**src/rtl/hazard_stall_unit_pkg.sv**
```systemverilog
// Shared pipeline package.
// Holds the read-register index type, the mult/div busy FSM state encoding,
// the default mult/div latency and the register-match helper used by the
// hazard comparators.
package hazard_stall_unit_pkg;

    // Register-file read/write index (5 bits, $0 is hard-wired zero)
    typedef logic [4:0] rreg_t;

    // Mult/div unit occupancy states
    typedef enum logic [1:0] {
        MD_IDLE = 2'd0,
        MD_BUSY = 2'd1,
        MD_DONE = 2'd2
    } md_state_e;

    localparam int unsigned MULDIV_LAT_DEFAULT = 32;
    localparam int unsigned MD_CNT_W           = 6;

    // A source only depends on a producer that really writes a register;
    // writes to $0 are discarded, so they never create a hazard.
    function automatic logic reg_match(input rreg_t x, input rreg_t w);
        return (w != '0) && (x == w);
    endfunction

endpackage

```
**src/rtl/hazard_stall_unit_muldiv_busy_fsm.sv**
```systemverilog
// Mult/div occupancy tracker.
// Ports:
//   clk      in   pipeline clock (rising edge)
//   rst      in   asynchronous active-high reset
//   start_i  in   a mult/div instruction leaves ID this cycle
//   busy_o   out  unit is in BUSY (high for exactly MULDIV_LAT cycles)
module muldiv_busy_fsm
    import hazard_stall_unit_pkg::*;
#(
    parameter int unsigned MULDIV_LAT = MULDIV_LAT_DEFAULT
) (
    input  logic clk,
    input  logic rst,
    input  logic start_i,
    output logic busy_o
);

    localparam logic [MD_CNT_W-1:0] CNT_LOAD = MD_CNT_W'(MULDIV_LAT - 1);

    md_state_e           state_q, state_d;
    logic [MD_CNT_W-1:0] cnt_q,   cnt_d;

    always_ff @(posedge clk or posedge rst) begin
        if (rst) begin
            state_q <= MD_IDLE;
            cnt_q   <= '0;
        end else begin
            state_q <= state_d;
            cnt_q   <= cnt_d;
        end
    end

    always_comb begin
        state_d = state_q;
        cnt_d   = cnt_q;
        busy_o  = 1'b0;
        unique case (state_q)
            MD_IDLE: begin
                if (start_i) begin
                    state_d = MD_BUSY;
                    cnt_d   = CNT_LOAD;
                end
            end
            MD_BUSY: begin
                busy_o = 1'b1;
                // Loaded with LAT-1 and leaving on zero gives LAT busy cycles
                if (cnt_q == '0) begin
                    state_d = MD_DONE;
                end else begin
                    cnt_d = cnt_q - 1'b1;
                end
            end
            MD_DONE: begin
                // Back-to-back issue skips the IDLE cycle
                if (start_i) begin
                    state_d = MD_BUSY;
                    cnt_d   = CNT_LOAD;
                end else begin
                    state_d = MD_IDLE;
                end
            end
            default: begin
                state_d = MD_IDLE;
                cnt_d   = '0;
            end
        endcase
    end

endmodule

```
**src/rtl/hazard_stall_unit.sv**
```systemverilog
// Pipeline hazard detection and stall control.
// Detects load-use, load-to-branch and mult/div occupancy hazards, freezes
// PC and IF/ID while inserting a bubble into ID/EXE, squashes IF/ID on a
// taken branch, and counts stalled cycles.
// Ports:
//   clk, rst                         clock, async active-high reset
//   id_rs, id_rt, id_use_rs/rt       ID source registers and use flags
//   id_branch, id_branch_taken       ID compares operands / branch taken
//   id_muldiv, id_hilo_rd            ID is mult/div, ID is mfhi/mflo
//   ex_wreg/ex_regwrite/ex_memread   ID/EXE producer info
//   mem_wreg/mem_regwrite/mem_memread EXE/MEM producer info
//   pc_we, if_id_we, id_ex_bubble    stall controls
//   if_id_flush                      squash IF/ID
//   muldiv_busy                      mult/div unit busy
//   stall_cycles                     saturating stalled-cycle counter
module hazard_stall_unit
    import hazard_stall_unit_pkg::*;
#(
    parameter int unsigned MULDIV_LAT = MULDIV_LAT_DEFAULT
) (
    input  logic        clk,
    input  logic        rst,
    input  logic [4:0]  id_rs,
    input  logic [4:0]  id_rt,
    input  logic        id_use_rs,
    input  logic        id_use_rt,
    input  logic        id_branch,
    input  logic        id_branch_taken,
    input  logic        id_muldiv,
    input  logic        id_hilo_rd,
    input  logic [4:0]  ex_wreg,
    input  logic [4:0]  mem_wreg,
    input  logic        ex_regwrite,
    input  logic        mem_regwrite,
    input  logic        ex_memread,
    input  logic        mem_memread,
    output logic        pc_we,
    output logic        if_id_we,
    output logic        id_ex_bubble,
    output logic        if_id_flush,
    output logic        muldiv_busy,
    output logic [31:0] stall_cycles
);

    logic        load_use;
    logic        br_load;
    logic        md_stall;
    logic        stall;
    logic [31:0] stall_cycles_q, stall_cycles_d;

    always_comb begin
        load_use = ex_memread & ex_regwrite &
                   ((id_use_rs & reg_match(id_rs, ex_wreg)) |
                    (id_use_rt & reg_match(id_rt, ex_wreg)));
        // ALU results in EXE/MEM are forwarded to the ID comparator; load
        // data is not, so only a load there holds a branch.
        br_load  = id_branch & mem_memread & mem_regwrite &
                   ((id_use_rs & reg_match(id_rs, mem_wreg)) |
                    (id_use_rt & reg_match(id_rt, mem_wreg)));
        md_stall = muldiv_busy & (id_muldiv | id_hilo_rd);
        // Outputs are forced to their idle values while reset is held
        stall    = ~rst & (load_use | br_load | md_stall);

        pc_we        = ~stall;
        if_id_we     = ~stall;
        id_ex_bubble = stall;
        // A stalled branch is re-evaluated next cycle, so no flush yet
        if_id_flush  = ~rst & id_branch_taken & ~stall;
    end

    muldiv_busy_fsm #(
        .MULDIV_LAT (MULDIV_LAT)
    ) u_muldiv_busy_fsm (
        .clk     (clk),
        .rst     (rst),
        .start_i (id_muldiv & ~stall),
        .busy_o  (muldiv_busy)
    );

    always_comb begin
        stall_cycles_d = stall_cycles_q;
        if (stall && (stall_cycles_q != '1)) begin
            stall_cycles_d = stall_cycles_q + 32'd1;
        end
    end

    always_ff @(posedge clk or posedge rst) begin
        if (rst) begin
            stall_cycles_q <= '0;
        end else begin
            stall_cycles_q <= stall_cycles_d;
        end
    end

    assign stall_cycles = stall_cycles_q;

endmodule

```
**config.mk**
```make
export PLATFORM = sky130hd
export DESIGN_NAME = hazard_stall_unit
export DESIGN_NICKNAME = d
export VERILOG_FILES = /design/src/rtl/hazard_stall_unit_pkg.sv /design/src/rtl/hazard_stall_unit_muldiv_busy_fsm.sv /design/src/rtl/hazard_stall_unit.sv
export SDC_FILE = /design/constraint.sdc
export NUM_CORES = 1
export LEC_CHECK = 0
export ABC_AREA = 1
export BUFFER_PORTS_ARGS = -buffer_cell sky130_fd_sc_hd__buf_2
export CORE_ASPECT_RATIO = 1.25
export CORE_MARGIN = 2
export CORE_UTILIZATION = 59
export CTS_CLUSTER_DIAMETER = 100
export DETAILED_ROUTE_END_ITERATION = 8
export GPL_TIMING_DRIVEN = 0
export PLACE_DENSITY = 0.86
export SKIP_LAST_GASP = 1
export SYNTH_ARGS = -nofsm -noshare
export SYNTH_HDL_FRONTEND = slang
export SYNTH_SLANG_ARGS = --single-unit
```
**constraint.sdc**
```tcl
create_clock -name clk -period 9.8 [get_ports clk]
set_clock_uncertainty 0.1 [all_clocks]
set_input_delay 2.94 -clock clk [delete_from_list [all_inputs] [get_ports clk]]
set_output_delay 2.94 -clock clk [all_outputs]
set_load 0.005 [all_outputs]
```
==> impl_results.md <==
* Worst Path Required at 6.76 ns
* CTS Hold Buffers Added at 0
* Layout area overhead at 18.6%
* CTS Buffer Depth at 2
* Register area share after synthesis at 0.343
* Most common cell on crit path: buf_2
* Fmax at 138 MHz
* Max stage delay on crit path at roughly 0.6 ns
* Clock latency on the worst-skew pair at roughly 0.3 ns
* First-pass GRT wire length at 12200 microns
* Status: completed
* Post-synthesis cell area at around 2900 sq um
* 1st-pass router iterations at 4
* Final setup vio count at 0
* Routed vias/inst at between 5 and 6
* Hold EP: u_muldiv_busy_fsm.cnt_q[1]
* Hold depth at 2
* Flops & latches, synth at 40
* Cells after synthesis at roughly 440
* FFs w/ async S/R, synth at 1.00
* Diode count at 0
* Synth area leader: dfrtp_1
* Final slew viol count at 0
* Via count at about 3000
* Syn Area/Cell at 6.66 sq um
* Placed insts at around 570
* Period utilisation layout at 0.738
* Min-delay worst type: reg -> reg
* Antenna violations before repair at 0
* GP Congestion at roughly 0.94
* Initial Util at 0.613
* Post-DP HPWL at between 5000 and 6000 microns
* Reg2reg start: stall_cycles[0]
* Ranking of synthesized cells by area: dfrtp_1 34%, nand2_1 23%, xor2_1 7.8%, inv_1 6.3%, nor2_1 5.7%
* Global Route Usage Sum at 0.288
* Hold Startpoint: u_muldiv_busy_fsm.cnt_q[1]
* Largest net degree at the start of global routing at 43
* Period minus WS final at approximately 7.2 ns
* Synth cell types at 26
* Setup bufs post-CTS at 0
* WP buf/inv at 4
* Final non-filler cell total at about 570
* IO Port Bufs at between 60 and 70
* Initial DRC count at 190
* Final net count at 547
* Synth Flop Type: dfrtp_1
* Crit Path Category: in -> out
* Design area at about 3500 sq um
* Drt total wl at around 7400 microns
* Crit path launch: rst
* Post-CTS sizing at 0
* Max-cap violations at 0
* Share of layout cells above drive strength 1 at 0.198
* Reg2Reg Setup Slack at between 7 and 8 ns
* TritonCTS clock tree: yes
* Least-Margin Pin Slew at ~0.84 ns
* Die W at approximately 67 microns
* IO Pins at between 60 and 70
* Worst path cell trace: buf_2 -> inv_2 -> nand2_1 -> buf_4 -> buf_2
* Die Height at between 80 and 90 microns
* Core Rows at 28
* Relative slew slack at 0.440
* Post-Syn Nets at roughly 470
* Area post-placement at about 3300 sq um
* Pwr per Cell Area at around 180 nW/um^2
* H-tree Lvls at 2
* Crit path launch type: input port
* Drt drc at 0
* Die ar. at around 5500 sq um
* Leak at between 1.5 and 2 nW
* R2R Path End: stall_cycles[26]
* Critical-path maximum fanout at 42
* RSZ-0062 raised after global routing: no
* Slowest-stage cell, CP: inv_2
* Clk slew on worst S/H paths at 0.08 ns
* Routed WL per cell at 12.9 microns
* Final setup TNS at 0 ns
* Final hold vios at 0
* Overflow left after global routing at 0
* Vias in the first global route at 2825
* Arrival time worst endpoint at between 4 and 5 ns
* Ys Warns at 0
* Crit path max-delay family: buffers and inverters
* Crit. End Element: output port
* CTS sink cnt at 40
* Worst vdd rail ir drop at roughly 0.12 mV
* Core footprint at 4760 sq um
* Worst R2R Path Depth at 11
* Root buf cell: clkbuf_8
* Post-synth EDFFs at 0
* Area share of the largest cell type after synthesis at 0.343
* Inserted Clock Buffers at 5
* Post-route ant nets at 0
==> metal layers <==
metal / up-vias / share of wire / global-route usage
li1: 1513 / - / -
met1: 1367 / 0.41 / 0.326
met4: 0 / 0.027 / 0.114
met3: 20 / 0.049 / 0.0434
met2: 91 / 0.51 / 0.537
met5: - / 0 / 0
==> cells in the mapped netlist, types with 2 or more instances <==
| master | instances |
|---|---|
| o21ai_2 | 11 |
| nand4_1 | 7 |
| o21ai_0 | 10 |
| nand2_1 | 181 |
| buf_4 | 3 |
| inv_1 | 49 |
| nor4_1 | 6 |
| o21ai_1 | 5 |
| buf_6 | 3 |
| ha_1 | 2 |
| xor2_1 | 26 |
| nor2_1 | 44 |
| xnor2_1 | 8 |
| nand3_1 | 19 |
| nor3_1 | 14 |
| dfrtp_1 | 40 |
==> registers in the layout, indices dropped and copies added (netlist names) <==
name	flops
u_muldiv_busy_fsm.cnt_q	6
u_muldiv_busy_fsm.state_q	2
stall_cycles	32
==> how the worst max path moves through the flow <==
stage	end	slack [ns]	cells past startpoint
2_1_floorplan	pc_we	2.45	3
3_3_place_gp	pc_we	1.91	5
3_5_place_dp	pc_we	2.47	5
4_1_cts	pc_we	2.47	5
5_1_grt	pc_we	2.35	5
6_report	pc_we	2.57	5
==> cell type report <==
cell class	instances	area [sq um]
Multi-Input combinational cell	340	1660
Fill cell	407	1300
Sequential cell	40	1000
Timing Repair Buffer	68	340
Inverter	51	194
Clock buffer	7	96.3
Tap cell	60	75.1
Buffer	7	61.3
Clock inverter	1	30.0
==> report_power, final <==
part / switching [mW] / leakage, nW / internal, mW
clock: 0.0585 / 0.0645 / 0.0899
combinational: 0.132 / 1.28 / 0.0896
sequential: 0.0383 / 0.531 / 0.198
total: 0.229 / 1.88 / 0.378
==> metrics by stage <==
step	power, mW	util	hold slack, ns	setup WS, ns
CTS	0.608	0.726	0.417	2.47
global placement	0.447	0.700	0.375	1.91
global route	0.648	0.726	0.444	2.35
detailed placement	0.460	0.700	0.398	2.47
finish	0.607	0.726	0.418	2.57
floorplan	0.387	-	0.358	2.45
==> worst min-delay path: cells and delay by family, from the launching register on <==
kind,cells,cell delay [ns]
flip-flops,1,0.37
AND/OR/NAND/NOR,2,0.12
==> cell usage in the layout (no fill, tap or decap) <==
cell type,netlist,final
xor2_1,26,26
dfrtp_1,40,40
o21ai_2,11,11
inv_4,1,1
buf_2,1,69
nand4_1,7,7
a21oi_1,1,1
nand3_2,1,1
nor2_1,44,44
buf_4,3,3
buf_6,3,3
ha_1,2,2
xnor2_1,8,8
o21ai_0,10,10
nand2_4,1,1
inv_1,49,48
inv_2,1,2
bufinv_16,0,1
o21ai_1,5,5
nor3_4,1,1
nand3_1,19,19
nor3_1,14,14
nor3_2,1,1
nor3b_1,1,1
nand2_1,181,181
clkbuf_8,0,7
nor4_1,6,6
nand3_4,1,1
==> kinds of logic (layout without fill, tap and decap cells) <==
kind of cell             count (synthesis)  count (layout)  share of synthesized area
flip-flops                              40              40                      0.343
buffers and inverters                   58             134                     0.0874
adder cells (fa/ha/maj)                  2               2                    0.00857
XOR/XNOR                                34              34                      0.102
AO/OA/AOI/OAI                           27              27                     0.0604
AND/OR/NAND/NOR                        277             277                      0.399
(Power assumes the default switching activity.)
